$ cat src/rtl/wb_port_arbiter_if.sv
// Register-file write-port bundle: writeback claim, MDU result handshake, RF write side.
// No storage of its own; latency is set by the arbiter behind the slave modport.
// MDU side is valid/ready: a result moves only when mdu_valid_i && mdu_ready_o.
interface wb_port_arbiter_if;
  logic        pipe_wr_en_i;
  logic [4:0]  pipe_rd_i;
  logic [31:0] pipe_data_i;
  logic        mdu_valid_i;
  logic [4:0]  mdu_rd_i;
  logic [31:0] mdu_data_i;
  logic        mdu_ready_o;
  logic        rf_we_o;
  logic [4:0]  rf_waddr_o;
  logic [31:0] rf_wdata_o;
  logic        pipe_stall_o;
  logic [1:0]  pend_count_o;

  // Environment side: drives writeback and MDU requests, observes the RF write.
  modport master (
    output pipe_wr_en_i, pipe_rd_i, pipe_data_i,
    output mdu_valid_i, mdu_rd_i, mdu_data_i,
    input  mdu_ready_o, rf_we_o, rf_waddr_o, rf_wdata_o, pipe_stall_o, pend_count_o
  );

  // Arbiter side.
  modport slave (
    input  pipe_wr_en_i, pipe_rd_i, pipe_data_i,
    input  mdu_valid_i, mdu_rd_i, mdu_data_i,
    output mdu_ready_o, rf_we_o, rf_waddr_o, rf_wdata_o, pipe_stall_o, pend_count_o
  );
endinterface

$ cat src/rtl/wb_port_arbiter.sv
// Shares the single RF write port between writeback (priority) and a 2-entry MDU result buffer.
// Latency: pipeline claim -> rf_* next cycle; uncontended MDU push -> rf_* two cycles later.
// Backpressure: mdu_ready_o drops when both buffer slots are full; with WB_ARB_STARVE_GUARD_EN
// defined, a starved MDU head forces a one-cycle pipe_stall_o to drain itself.

// Small generic synchronous FIFO.
// Latency: a pushed word is visible on dout the cycle after the push.
// Backpressure: caller must not push when full or pop when empty.
module wb_arb_fifo #(
  parameter int WIDTH = 8,
  parameter int DEPTH = 2,
  localparam int PW = (DEPTH > 1) ? $clog2(DEPTH) : 1,
  localparam int CW = $clog2(DEPTH + 1)
) (
  input  logic             clk_i,
  input  logic             reset_i,
  input  logic             push,
  input  logic             pop,
  input  logic [WIDTH-1:0] din,
  output logic [WIDTH-1:0] dout,
  output logic [CW-1:0]    count
);
  logic [WIDTH-1:0] mem [DEPTH];
  logic [PW-1:0]    rd_ptr;
  logic [PW-1:0]    wr_ptr;

  function automatic logic [PW-1:0] ptr_inc(input logic [PW-1:0] p);
    return (p == PW'(DEPTH - 1)) ? '0 : p + PW'(1);
  endfunction

  // Storage needs no reset: count and pointers define what is valid.
  always_ff @(posedge clk_i) begin
    if (push) mem[wr_ptr] <= din;
  end

  // Pointer and occupancy bookkeeping.
  always_ff @(posedge clk_i) begin
    if (reset_i) begin
      rd_ptr <= '0;
      wr_ptr <= '0;
      count  <= '0;
    end else begin
      if (push) wr_ptr <= ptr_inc(wr_ptr);
      if (pop)  rd_ptr <= ptr_inc(rd_ptr);
      case ({push, pop})
        2'b10:   count <= count + CW'(1);
        2'b01:   count <= count - CW'(1);
        default: count <= count;
      endcase
    end
  end

  assign dout = mem[rd_ptr];
endmodule

module wb_port_arbiter #(
  parameter int STARVE_LIMIT = 4
) (
  input  logic                clk_i,
  input  logic                reset_i,
  wb_port_arbiter_if.slave    bus
);
  if (STARVE_LIMIT < 1 || STARVE_LIMIT > 15) begin : g_limit_range
    $error("wb_port_arbiter: STARVE_LIMIT must be within 1..15");
  end

`ifdef WB_ARB_STARVE_GUARD_EN
  typedef enum logic [1:0] {ST_IDLE, ST_WAIT, ST_FORCE} state_t;
  localparam logic [3:0] LIMIT_M1 = 4'(STARVE_LIMIT - 1);
  logic [3:0] starve_cnt;
  logic       stall_q;
`else
  typedef enum logic {ST_IDLE, ST_WAIT} state_t;
`endif

  state_t      state;
  logic [1:0]  count;
  logic [36:0] head;
  logic [4:0]  head_rd;
  logic [31:0] head_data;
  logic        ready;
  logic        push;
  logic        pop;
  logic        claim;
  logic        blocked;
  logic        nonempty;

  // Ready and occupancy are held low during reset so nothing is pushed into a flushing buffer.
  assign ready    = !reset_i && (count != 2'd2);
  assign push     = bus.mdu_valid_i && ready;
  assign nonempty = (count != 2'd0);

`ifdef WB_ARB_STARVE_GUARD_EN
  // During the forced drain the writeback stage is frozen and re-presents its write later.
  assign claim = bus.pipe_wr_en_i && (bus.pipe_rd_i != 5'd0) && (state != ST_FORCE);
`else
  assign claim = bus.pipe_wr_en_i && (bus.pipe_rd_i != 5'd0);
`endif

  assign pop     = !claim && nonempty;
  assign blocked = claim && nonempty;

  wb_arb_fifo #(.WIDTH(37), .DEPTH(2)) u_fifo (
    .clk_i   (clk_i),
    .reset_i (reset_i),
    .push    (push),
    .pop     (pop),
    .din     ({bus.mdu_rd_i, bus.mdu_data_i}),
    .dout    (head),
    .count   (count)
  );

  assign {head_rd, head_data} = head;

  // Register the winning source onto the RF write port; rd = 0 entries drain without writing.
  always_ff @(posedge clk_i) begin
    if (reset_i) begin
      bus.rf_we_o    <= 1'b0;
      bus.rf_waddr_o <= 5'd0;
      bus.rf_wdata_o <= 32'd0;
    end else if (claim) begin
      bus.rf_we_o    <= 1'b1;
      bus.rf_waddr_o <= bus.pipe_rd_i;
      bus.rf_wdata_o <= bus.pipe_data_i;
    end else if (pop) begin
      bus.rf_we_o    <= (head_rd != 5'd0);
      bus.rf_waddr_o <= head_rd;
      bus.rf_wdata_o <= head_data;
    end else begin
      bus.rf_we_o    <= 1'b0;
    end
  end

`ifdef WB_ARB_STARVE_GUARD_EN
  // Buffer-occupancy FSM with starvation counter; stall_q is high exactly while in FORCE.
  always_ff @(posedge clk_i) begin
    if (reset_i) begin
      state      <= ST_IDLE;
      starve_cnt <= 4'd0;
      stall_q    <= 1'b0;
    end else begin
      stall_q <= 1'b0;
      case (state)
        ST_IDLE: begin
          if (push) state <= ST_WAIT;
        end
        ST_WAIT: begin
          if (pop) begin
            starve_cnt <= 4'd0;
            if (count == 2'd1 && !push) state <= ST_IDLE;
          end else if (blocked) begin
            if (starve_cnt == LIMIT_M1) begin
              state   <= ST_FORCE;
              stall_q <= 1'b1;
            end else begin
              starve_cnt <= starve_cnt + 4'd1;
            end
          end
        end
        ST_FORCE: begin
          starve_cnt <= 4'd0;
          state      <= (count == 2'd1 && !push) ? ST_IDLE : ST_WAIT;
        end
        default: begin
          state      <= ST_IDLE;
          starve_cnt <= 4'd0;
        end
      endcase
    end
  end

  assign bus.pipe_stall_o = stall_q;
`else
  // Buffer-occupancy FSM; without the guard the pipeline always wins and nothing forces a drain.
  always_ff @(posedge clk_i) begin
    if (reset_i) begin
      state <= ST_IDLE;
    end else begin
      case (state)
        ST_IDLE: if (push) state <= ST_WAIT;
        ST_WAIT: if (pop && count == 2'd1 && !push) state <= ST_IDLE;
        default: state <= ST_IDLE;
      endcase
    end
  end

  assign bus.pipe_stall_o = 1'b0;
`endif

  assign bus.mdu_ready_o  = ready;
  assign bus.pend_count_o = reset_i ? 2'd0 : count;
endmodule

$ cat src/flat_wrapper.sv
// flat-port wrapper written by rule: the top's interface ports become plain ports
module wb_port_arbiter_flat 
#(
  parameter int STARVE_LIMIT = 4
)
  (clk_i, reset_i, bus_pipe_wr_en_i, bus_pipe_rd_i, bus_pipe_data_i, bus_mdu_valid_i, bus_mdu_rd_i, bus_mdu_data_i, bus_mdu_ready_o, bus_rf_we_o, bus_rf_waddr_o, bus_rf_wdata_o, bus_pipe_stall_o, bus_pend_count_o);
  wb_port_arbiter_if bus_i ();
  input  logic clk_i;
  input  logic reset_i;
  input wire logic [$bits(bus_i.pipe_wr_en_i)-1:0] bus_pipe_wr_en_i;
  input wire logic [$bits(bus_i.pipe_rd_i)-1:0] bus_pipe_rd_i;
  input wire logic [$bits(bus_i.pipe_data_i)-1:0] bus_pipe_data_i;
  input wire logic [$bits(bus_i.mdu_valid_i)-1:0] bus_mdu_valid_i;
  input wire logic [$bits(bus_i.mdu_rd_i)-1:0] bus_mdu_rd_i;
  input wire logic [$bits(bus_i.mdu_data_i)-1:0] bus_mdu_data_i;
  output wire logic [$bits(bus_i.mdu_ready_o)-1:0] bus_mdu_ready_o;
  output wire logic [$bits(bus_i.rf_we_o)-1:0] bus_rf_we_o;
  output wire logic [$bits(bus_i.rf_waddr_o)-1:0] bus_rf_waddr_o;
  output wire logic [$bits(bus_i.rf_wdata_o)-1:0] bus_rf_wdata_o;
  output wire logic [$bits(bus_i.pipe_stall_o)-1:0] bus_pipe_stall_o;
  output wire logic [$bits(bus_i.pend_count_o)-1:0] bus_pend_count_o;
  assign bus_i.pipe_wr_en_i = bus_pipe_wr_en_i;
  assign bus_i.pipe_rd_i = bus_pipe_rd_i;
  assign bus_i.pipe_data_i = bus_pipe_data_i;
  assign bus_i.mdu_valid_i = bus_mdu_valid_i;
  assign bus_i.mdu_rd_i = bus_mdu_rd_i;
  assign bus_i.mdu_data_i = bus_mdu_data_i;
  assign bus_mdu_ready_o = bus_i.mdu_ready_o;
  assign bus_rf_we_o = bus_i.rf_we_o;
  assign bus_rf_waddr_o = bus_i.rf_waddr_o;
  assign bus_rf_wdata_o = bus_i.rf_wdata_o;
  assign bus_pipe_stall_o = bus_i.pipe_stall_o;
  assign bus_pend_count_o = bus_i.pend_count_o;
  wb_port_arbiter #(.STARVE_LIMIT(STARVE_LIMIT)) u_core (.clk_i(clk_i), .reset_i(reset_i), .bus(bus_i));
endmodule
$ cat config.mk
export PLATFORM = sky130hd
export DESIGN_NAME = wb_port_arbiter_flat
export DESIGN_NICKNAME = d
export VERILOG_FILES = /design/src/rtl/wb_port_arbiter_if.sv /design/src/rtl/wb_port_arbiter.sv /design/src/flat_wrapper.sv
export SDC_FILE = /design/constraint.sdc
export NUM_CORES = 1
export LEC_CHECK = 0
export BUFFER_PORTS_ARGS = -buffer_cell sky130_fd_sc_hd__buf_2
export CAP_MARGIN = 20
export CORE_AREA = 4 4 124 126
export DETAILED_ROUTE_END_ITERATION = 16
export DIE_AREA = 0 0 128 130
export GPL_ROUTABILITY_DRIVEN = 0
export PLACE_DENSITY_LB_ADDON = 0.08
export RECOVER_POWER = 25
export SLEW_MARGIN = 20
export SYNTH_ARGS = -nofsm -noshare
export SYNTH_HDL_FRONTEND = slang
export SYNTH_SLANG_ARGS = --single-unit
$ cat constraint.sdc
create_clock -name clk_i -period 6.99 [get_ports clk_i]
set_clock_uncertainty 0.1 [all_clocks]
set_input_delay 0.3495 -clock clk_i [delete_from_list [all_inputs] [get_ports clk_i]]
set_output_delay 0.3495 -clock clk_i [all_outputs]
set_load 0.005 [all_outputs]
Word level (Yosys, flattened, before mapping)
Memories as Yosys holds them, arrays and structs flattened. A register that Yosys moved wholly into a read port is not among the register bits.
Cells that the tools add are included.
- add/subtract/negate cells: 4
- equal/unequal tests: 3
- multiplexer cells: 14
- reduce and logical (&&, ||, !) cells: 11
- operators with widths (cell ; count):
    two-way mux 32 bit ; 2
    two-way mux 5 bit ; 2
    nonzero test 5 bit ; 2
    two-way mux 1 bit ; 8
    nonzero test 2 bit ; 3
    logical AND 1 bit ; 4
    case mux 2 bit (2 select lines) ; 1
    adder 1 bit (second input constant) ; 2
    adder 2 x 1 -> 2 bit (second input constant) ; 1
    == test 2 x 1 -> 1 bit (second input constant) ; 1
    == test 2 bit (second input constant) ; 1
    zero test 1 bit ; 2
    two-way mux 2 bit ; 1
    inequality test 2 bit (second input constant) ; 1
    subtractor 2 x 1 -> 2 bit (second input constant) ; 1
- bits in registers: 42
- RAM bits: 74
- input port bits: 78
- word-level logic and storage cells: 39
- memories: 1
- memories (name ; words ; width ; read ports ; clocked after Yosys merged registers in ; write ports ; line ; RTL):
    u_core.u_fifo.mem ; 2 ; 37 ; 1 ; 1 ; 1 ; wb_port_arbiter.sv:23 ; logic [WIDTH-1:0] mem [DEPTH];

Longest topological paths before layout
Gate-level depths: netlist of the first run.
- word-level depth: 6
- mapped depth: 7

Modules after synthesis
A second synthesis of the first run with hierarchy kept.
- cell total of the unflattened synthesis: 390
- area total of the unflattened synthesis: 5131.2 sq um
- by module, submodules not included (module ; instances ; cells an instance ; area each (sq um)):
    wb_arb_fifo ; 1 ; 135 ; 2870.3
    wb_port_arbiter ; 1 ; 255 ; 2260.9

Worst setup path before layout of the first run
Ideal clock, no wire load.
- path kind: register to register
- start: register u_core.u_fifo.count[1]
- end: memory u_core.u_fifo.mem[0][0] (enable)
- setup time: 392 ps
- data arrival time: 1769 ps
- required time: 6498 ps
- setup slack: 4730 ps
- stages on the path, launching flop included: 5
- period minus slack after synthesis: 2260 ps
- cells stage by stage: dfxtp_1 buf_2 nor2b_1 or4_1 inv_1
- word-level cells in the longest chain between the ends: 5
- ends and longest elaborated chain (item ; line ; RTL):
    from (decl) ; wb_port_arbiter.sv:21 ; output logic [CW-1:0] count
    from (signal assigned) ; wb_port_arbiter.sv:46 ; 2'b10: count <= count + CW'(1);
    from (signal assigned) ; wb_port_arbiter.sv:47 ; 2'b01: count <= count - CW'(1);
    from (signal assigned) ; wb_port_arbiter.sv:48 ; default: count <= count;
    inequality test 2 bit ; wb_port_arbiter.sv:89 ; assign ready = !reset_i && (count != 2'd2);
    logical AND 1 bit ; wb_port_arbiter.sv:89 ;
    logical AND 1 bit ; wb_port_arbiter.sv:90 ; assign push = bus.mdu_valid_i && ready;
    two-way mux 1 bit ; -- ;
    two-way mux 1 bit (implied by the code) ; wb_port_arbiter.sv:33 ; if (push) mem[wr_ptr] <= din;
    to (decl) ; wb_port_arbiter.sv:23 ;
No other way between the ends.

Worst setup path after layout of the first run
- start: register u_core.u_fifo.count[0]
- end: memory u_core.u_fifo.mem[0][35] (enable)
Same word-level chain as after synthesis.

==> flow_summary.ini, run 1 <==
[outcome]
status = complete, no violations

[worst_setup_path]
cp_max_fo = 39
rrSetupSlack_ps = 4300
crit_type = reg2reg
critical_path.slowest_cell = dfxtp_2
worst-r2r-cell-count = 3
crit_end = u_core.u_fifo.mem[0][35]$_DFFE_PP_
end_kind = flip-flop
crit_chain = nor2b_1 -> or4_1 -> inv_2
cpPeakStageDelay_ps = 860
critPathLaunchType = flip-flop
r2r-end = u_core.u_fifo.mem[0][35]$_DFFE_PP_
startpoint = u_core.u_fifo.count[0]$_SDFFE_PP0P_
reg2reg_from = u_core.u_fifo.count[0]$_SDFFE_PP0P_
arrival_ps = 2610
required_ps = 6920

[finish]
multi_input_area_mm2 = 0.001635
drive_gt1_share_pct = 26.72
num_antenna_cells = 0
layout.nets = 560
final_cells = 678
syn2layout_area_growth_pct = 24.15
n_fill_cell = 1421
regArea_mm2 = 0.003087

[logic_synthesis]
synth-seq-area-share_pct = 63.11
async_flop_share_pct = 0
yosys.area_share.simple_pct = 9.657
synth_mux_area_share_pct = 13.58
syn_nets = 450
synth_edf_count = 74
avgSynthCellArea_um2 = 13.17
synth_cell_types = 38
synth_ff_type = edfxtp_1
yosys.area.top_type = edfxtp_1
synth-seq-cells = 117
synth.most_common_cell = edfxtp_1
synth_area_leaders = edfxtp_1 45%, dfxtp_1 18%, mux2i_1 13%
synth-compound-area-share_pct = 9.503
yosysTopAreaCellShare_pct = 45.49
synth_cells = 371
syn-cell-area_mm2 = 0.004885
synthXorXnorAreaFrac_pct = 0.3586
synth_fa_ha_area_share_pct = 0.2561
synthTopCellsByCount = 74 x edfxtp_1, 64 x mux2i_1, 43 x dfxtp_1
ys_warn_count = 0
synth_top_family_by_area = multiplexers

[drt]
vias = 3313
drtAntennaViolNets = 0
drt-initial-drc-count = 152
viasPerCell = 4.886
firstDrtPassIters = 4
drc = 0
drt-wirelength-per-cell_um = 17.24
totalWireLength_um = 11690

[power]
power.leakage_nw = 2.392
p_sw_uw = 678.8
clkPwrFrac_pct = 33.3
p_int_mw = 1.584
sw_frac_of_total_pct = 30.00
total_power_mw = 2.262
seqPwrFrac_pct = 42.2
cellPowerDensity_mw_per_mm2 = 373.1
comb_power_share_pct = 24.5
ir_worst_vdd_uv = 204.2

[grt]
grt_use_met1_pct = 17.40
grt_pass1_wl_um = 17880
overflow = 0
grt_use_total_pct = 14.38
top_usage_layer = met2
grt_pass1_vias = 3463
grt_max_degree = 51
gr-usage-met2_pct = 23.23
grt_util_met3_pct = 5.526
grt_antenna_before_repair = 0

[hold_path]
hp-class = in2reg

[timing]
finalMaxSlewViolations = 0
max_freq_mhz = 372.4
finalHoldViolCount = 0
period_minus_slack_ps = 2685
setup_viol = 0
fin_crit_sh_pct = 38.42
timing.final.ws_setup_ps = 4305
fin_setup_tns_ps = 0
tightest_slew_ps = 954.9
maxSlewHeadroom_pct = 36.34
whs_ps = 29.21
rsz0062_at_grt = no

[clock_network]
cts_setup_buffers = 0
cts_made_buffers = 17
clock-sinks = 117
cts_tree = yes
ctsHoldBuffers = 0
clk_latency_ps = 410
cts_max_level = 4
ctsResizeCount = 0
path_clk_slew_ps = 50
clockBufferDepth = 2
root_buffer = clkbuf_16

[floorplan]
start_util_pct = 34.13
boundaryPins = 120
num_rows = 44
dieHeight_um = 130
die-area_mm2 = 0.01664
die_w_um = 128
core_mm2 = 0.01431

[place]
io_buffers = 118
hpwlAfterDp_um = 7640
dpl.cell_count = 646
dp_slack_ps = 4257

[run]
max-cap-violations = 0
## cells by family (layout without fill, tap and decap cells)
| group | Yosys count | count (layout) |
|---|---|---|
| AO/OA/AOI/OAI | 51 | 51 |
| XOR/XNOR | 2 | 2 |
| adder cells (fa/ha/maj) | 1 | 1 |
| buffers and inverters | 34 | 157 |
| flip-flops | 117 | 117 |
| multiplexers | 66 | 66 |
| other | 1 | 1 |
| AND/OR/NAND/NOR | 99 | 99 |
## placed cells by master, fill, tap and decap left out, types with 7 or more instances in the layout
cell type / netlist / routed
clkbuf_16: 0 / 17
clkinv_1: 0 / 7
mux2i_1: 64 / 64
edfxtp_1: 74 / 74
nor2_1: 10 / 10
buf_2: 9 / 95
nor2b_1: 9 / 9
a211o_1: 32 / 32
dfxtp_1: 43 / 40
clkbuf_1: 9 / 29
nor3_1: 33 / 33
nand2_1: 32 / 32
## worst min-delay path by stage
| stage | startpoint | to | slack [ps] | depth (start not counted) |
|---|---|---|---|---|
| final | bus_mdu_data_i[11] | u_core.u_fifo.mem[0][11]$_DFFE_PP_ | 30 | 1 |
| after floorplan | bus_mdu_data_i[0] | u_core.u_fifo.mem[0][0]$_DFFE_PP_ | 350 | 0 |
| after CTS | bus_mdu_data_i[11] | u_core.u_fifo.mem[0][11]$_DFFE_PP_ | 10 | 1 |
| after global placement | u_core.u_fifo.wr_ptr$_SDFFE_PP0P_ | u_core.u_fifo.wr_ptr$_SDFFE_PP0P_ | 360 | 2 |
| after global routing | bus_mdu_rd_i[0] | u_core.u_fifo.mem[1][32]$_DFFE_PP_ | 10 | 1 |
| after detailed placement | u_core.u_fifo.wr_ptr$_SDFFE_PP0P_ | u_core.u_fifo.wr_ptr$_SDFFE_PP0P_ | 380 | 2 |
## registers in the layout (all words and copies together) (netlist names), named ones only
register	count
u_core.bus.rf_waddr_o	5
u_core.u_fifo.rd_ptr	1
u_core.u_fifo.mem	74
u_core.u_fifo.count	2
u_core.bus.rf_wdata_o	32
u_core.u_fifo.wr_ptr	1
u_core.bus.rf_we_o	1
## per-stage QoR
stage,util [%],cell area [µm²]
after floorplan,-,4885
after global placement,39.01,5584
after detailed placement,39.01,5584
after CTS,42.57,6093
after global routing,42.37,6065
final,42.37,6065
## power groups by stage
| stage | combinational (mW) | clock, mW | sequential (mW) |
|---|---|---|---|
| 2_1_floorplan | 0.454 | 0 | 0.891 |
| 3_3_place_gp | 0.561 | 0 | 0.968 |
| 3_5_place_dp | 0.568 | 0 | 0.971 |
| 4_1_cts | 0.569 | 0.775 | 0.958 |
| 5_1_grt | 0.619 | 0.806 | 0.968 |
| 6_report | 0.555 | 0.753 | 0.955 |
## area by class of cell
cell class	count	area share (%)
Timing Repair Buffer	122	9.759
Sequential cell	117	50.90
Clock buffer	23	7.386
Inverter	3	0.1857
Clock inverter	9	1.011
Tap cell	184	3.796
Multi-Input combinational cell	220	26.97
## metal layers
metal / wire (µm) / part of all wire [%]
met2: 5629 / 48
met3: 841 / 7.2
met4: 176 / 1.5
met5: 0 / 0
met1: 5038 / 43
## worst max-delay path, delay by kind of cell (launching register included)
family / cells / cell delay, ps
buffers and inverters: 1 / 660
DFF: 1 / 860
and+or+nand+nor: 2 / 650
Power figures use the tool's default switching activity.
==> inputs of run 2 (changes only) <==
- ABC_AREA: not set -> 1
- CORE_AREA: 4 4 124 126 -> 4 4 123 125
- DIE_AREA: 0 0 128 130 -> 0 0 127 129
- clock period: 6.99 -> 2.37 ns (I/O delays scaled with it)
==> flow_summary.ini, run 2 <==
[outcome]
status = complete, no violations

[drt]
drt-wirelength-per-cell_um = 13.29
drt-initial-drc-count = 203
drtAntennaViolNets = 0
vias = 3946
totalWireLength_um = 12060
drc = 0
firstDrtPassIters = 4
viasPerCell = 4.351

[floorplan]
die_w_um = 127
die-area_mm2 = 0.01638
boundaryPins = 120
start_util_pct = 35.09
num_rows = 43
core_mm2 = 0.01388
dieHeight_um = 129

[finish]
num_antenna_cells = 0
drive_gt1_share_pct = 20.50
reg_top3 = u_core.u_fifo.mem x74, u_core.bus.rf_wdata_o x32, u_core.bus.rf_waddr_o x5
layout_commonest_cell = nand2_1
layout.nets = 793
syn2layout_area_growth_pct = 43.00
final_util_pct = 50.18
final_area_mm2 = 0.006965
largest_register_ffs = 74
final_cells = 907
regMostFlops = u_core.u_fifo.mem
final_cell_mix = 133 x nand2_1, 101 x buf_2, 75 x dlygate4sd3_1

[grt]
grt_util_met3_pct = 4.400
grt_pass1_vias = 3935
top_usage_layer = met2
grt_pass1_wl_um = 19760
gr-usage-met2_pct = 25.25
grt_use_met1_pct = 19.79
grt_use_total_pct = 15.50
overflow = 0
grt_antenna_before_repair = 0
grt_max_degree = 51

[worst_setup_path]
crit_chain = dlygate4sd3_1 -> buf_2 -> nor2_2 -> nand3_4 -> nand2_4 -> inv_2 -> nor2_2 -> ha_1 -> xor2_1 -> nand2_1 -> xor2_1 -> nor2_1
rrSetupSlack_ps = 550
cp_max_fo = 26
crit_type = in2reg
critical_path.slowest_cell = dlygate4sd3_1
r2r-end = u_core.u_fifo.count[1]$_SDFFE_PP0P_
required_ps = 2560
arrival_ps = 2220
end_kind = flip-flop
cpPeakStageDelay_ps = 530
worst-r2r-cell-count = 8
reg2reg_from = u_core.u_fifo.count[0]$_SDFFE_PP0P_
startpoint = bus_pipe_rd_i[4]
critPathLaunchType = input port

[timing]
finalHoldViolCount = 0
finalMaxSlewViolations = 0
period_minus_slack_ps = 2036
timing.final.ws_setup_ps = 333.9
maxSlewHeadroom_pct = 58.49
fin_setup_tns_ps = 0
whs_ps = 95.59
tightest_slew_ps = 622.7
max_freq_mhz = 491.1
rsz0062_at_grt = no
setup_viol = 0
fin_crit_sh_pct = 85.91

[logic_synthesis]
synthTopCellsByCount = 133 x nand2_1, 74 x edfxtp_1, 59 x nor2_1
syn_nets = 599
synth-seq-cells = 117
yosysTopAreaCellShare_pct = 45.62
avgSynthCellArea_um2 = 9.367
ys_warn_count = 0
synth_area_leaders = edfxtp_1 46%, dfxtp_1 18%, nand2_1 10%
async_flop_share_pct = 0
yosys.area.top_type = edfxtp_1
synth-seq-area-share_pct = 63.29
synth_cells = 520
syn-cell-area_mm2 = 0.004871
synth.most_common_cell = nand2_1
synth_cell_types = 24
synth_ff_type = edfxtp_1
synth_edf_count = 74

[clock_network]
cts_made_buffers = 17
ctsResizeCount = 0
cts_max_level = 4
cts_tree = yes
clock-sinks = 117
root_buffer = clkbuf_16
clk_latency_ps = 400
clockBufferDepth = 2
path_clk_slew_ps = 60

[power]
comb_power_share_pct = 17.2
seqPwrFrac_pct = 40.5
p_sw_mw = 1.582
p_int_mw = 4.606
cellPowerDensity_mw_per_mm2 = 888.4
total_power_mw = 6.188
ir_worst_vdd_uv = 449.9
power.leakage_nw = 3.115
clkPwrFrac_pct = 42.3
sw_frac_of_total_pct = 25.56

[hold_path]
min_from = bus_pipe_wr_en_i
worstHoldEndpoint = u_core.bus.rf_waddr_o[0]$_SDFFE_PP0P_
hp-class = in2reg
whs_path_depth = 5

[place]
io_buffers = 118
hpwlAfterDp_um = 7750
place_area_mm2 = 0.005628
dpl.cell_count = 800
dp_slack_ps = 464.0

[run]
max-cap-violations = 0
-- run 2: cell count changes after synthesis, sizes merged, moves of 9 or more --
cell,delta
a211o,-32
inv,+55
mux2i,-64
nand2,+103
nand3,+42
nor2,+53
nor2b,-9
nor3,-33
o21ai,+62
-- run 2: logic make-up (layout without fill, tap and decap cells) --
logic type / after synthesis / count (layout) / synth area share, %
simple gates: 247 / 247 / 21.22
flops: 117 / 117 / 63.29
buf+inv: 86 / 293 / 8.014
compound gates: 66 / 66 / 6.781
xor+xnor: 2 / 2 / 0.3597
fa+ha+maj: 1 / 1 / 0.2568
other cells: 1 / 1 / 0.07699
-- run 2: metal layers --
layer | part of all wire [%] | wire, µm
met2 | 47 | 5709
met1 | 47 | 5632
met3 | 4.7 | 563
met4 | 1.2 | 150
met5 | 0 | 0
-- run 2: layout make-up --
type                            count  area (µm²)
Tap cell                          180       225.2
Multi-Input combinational cell    317        1413
Clock buffer                       22       454.2
Clock inverter                     10       153.9
Sequential cell                   117        3084
Fill cell                        1363        6915
Timing Repair Buffer              202        1413
Inverter                           59       222.7
-- run 2: power groups by stage --
stage	clock, mW	combinational, mW	sequential (mW)
3_5_place_dp	0	0.989	2.55
4_1_cts	2.69	1.09	2.51
6_report	2.62	1.06	2.50
3_3_place_gp	0	0.983	2.54
2_1_floorplan	0	0.649	2.51
5_1_grt	2.79	1.22	2.53
-- run 2: critical path: cells and delay by family --
kind                       cells  cell delay [ps]
adders and majority gates      1              180
xor gates and xnor gates       2              270
buffers and inverters          3              880
and+or+nand+nor                6              760
-- run 2: how the worst max path moves through the flow --
stage                                                     end  slack [ps]
after floorplan             u_core.u_fifo.mem[0][0]$_DFFE_PP_        -560
after global placement    u_core.u_fifo.count[1]$_SDFFE_PP0P_         530
after detailed placement  u_core.u_fifo.count[1]$_SDFFE_PP0P_         460
after CTS                 u_core.u_fifo.count[1]$_SDFFE_PP0P_         340
after global routing      u_core.u_fifo.count[1]$_SDFFE_PP0P_         190
final                     u_core.u_fifo.count[1]$_SDFFE_PP0P_         330
-- run 2: repair_timing --
item,CTS,global route
hold buffers,75,0
setup buffers,0,0
hold endpoints to repair,113,0
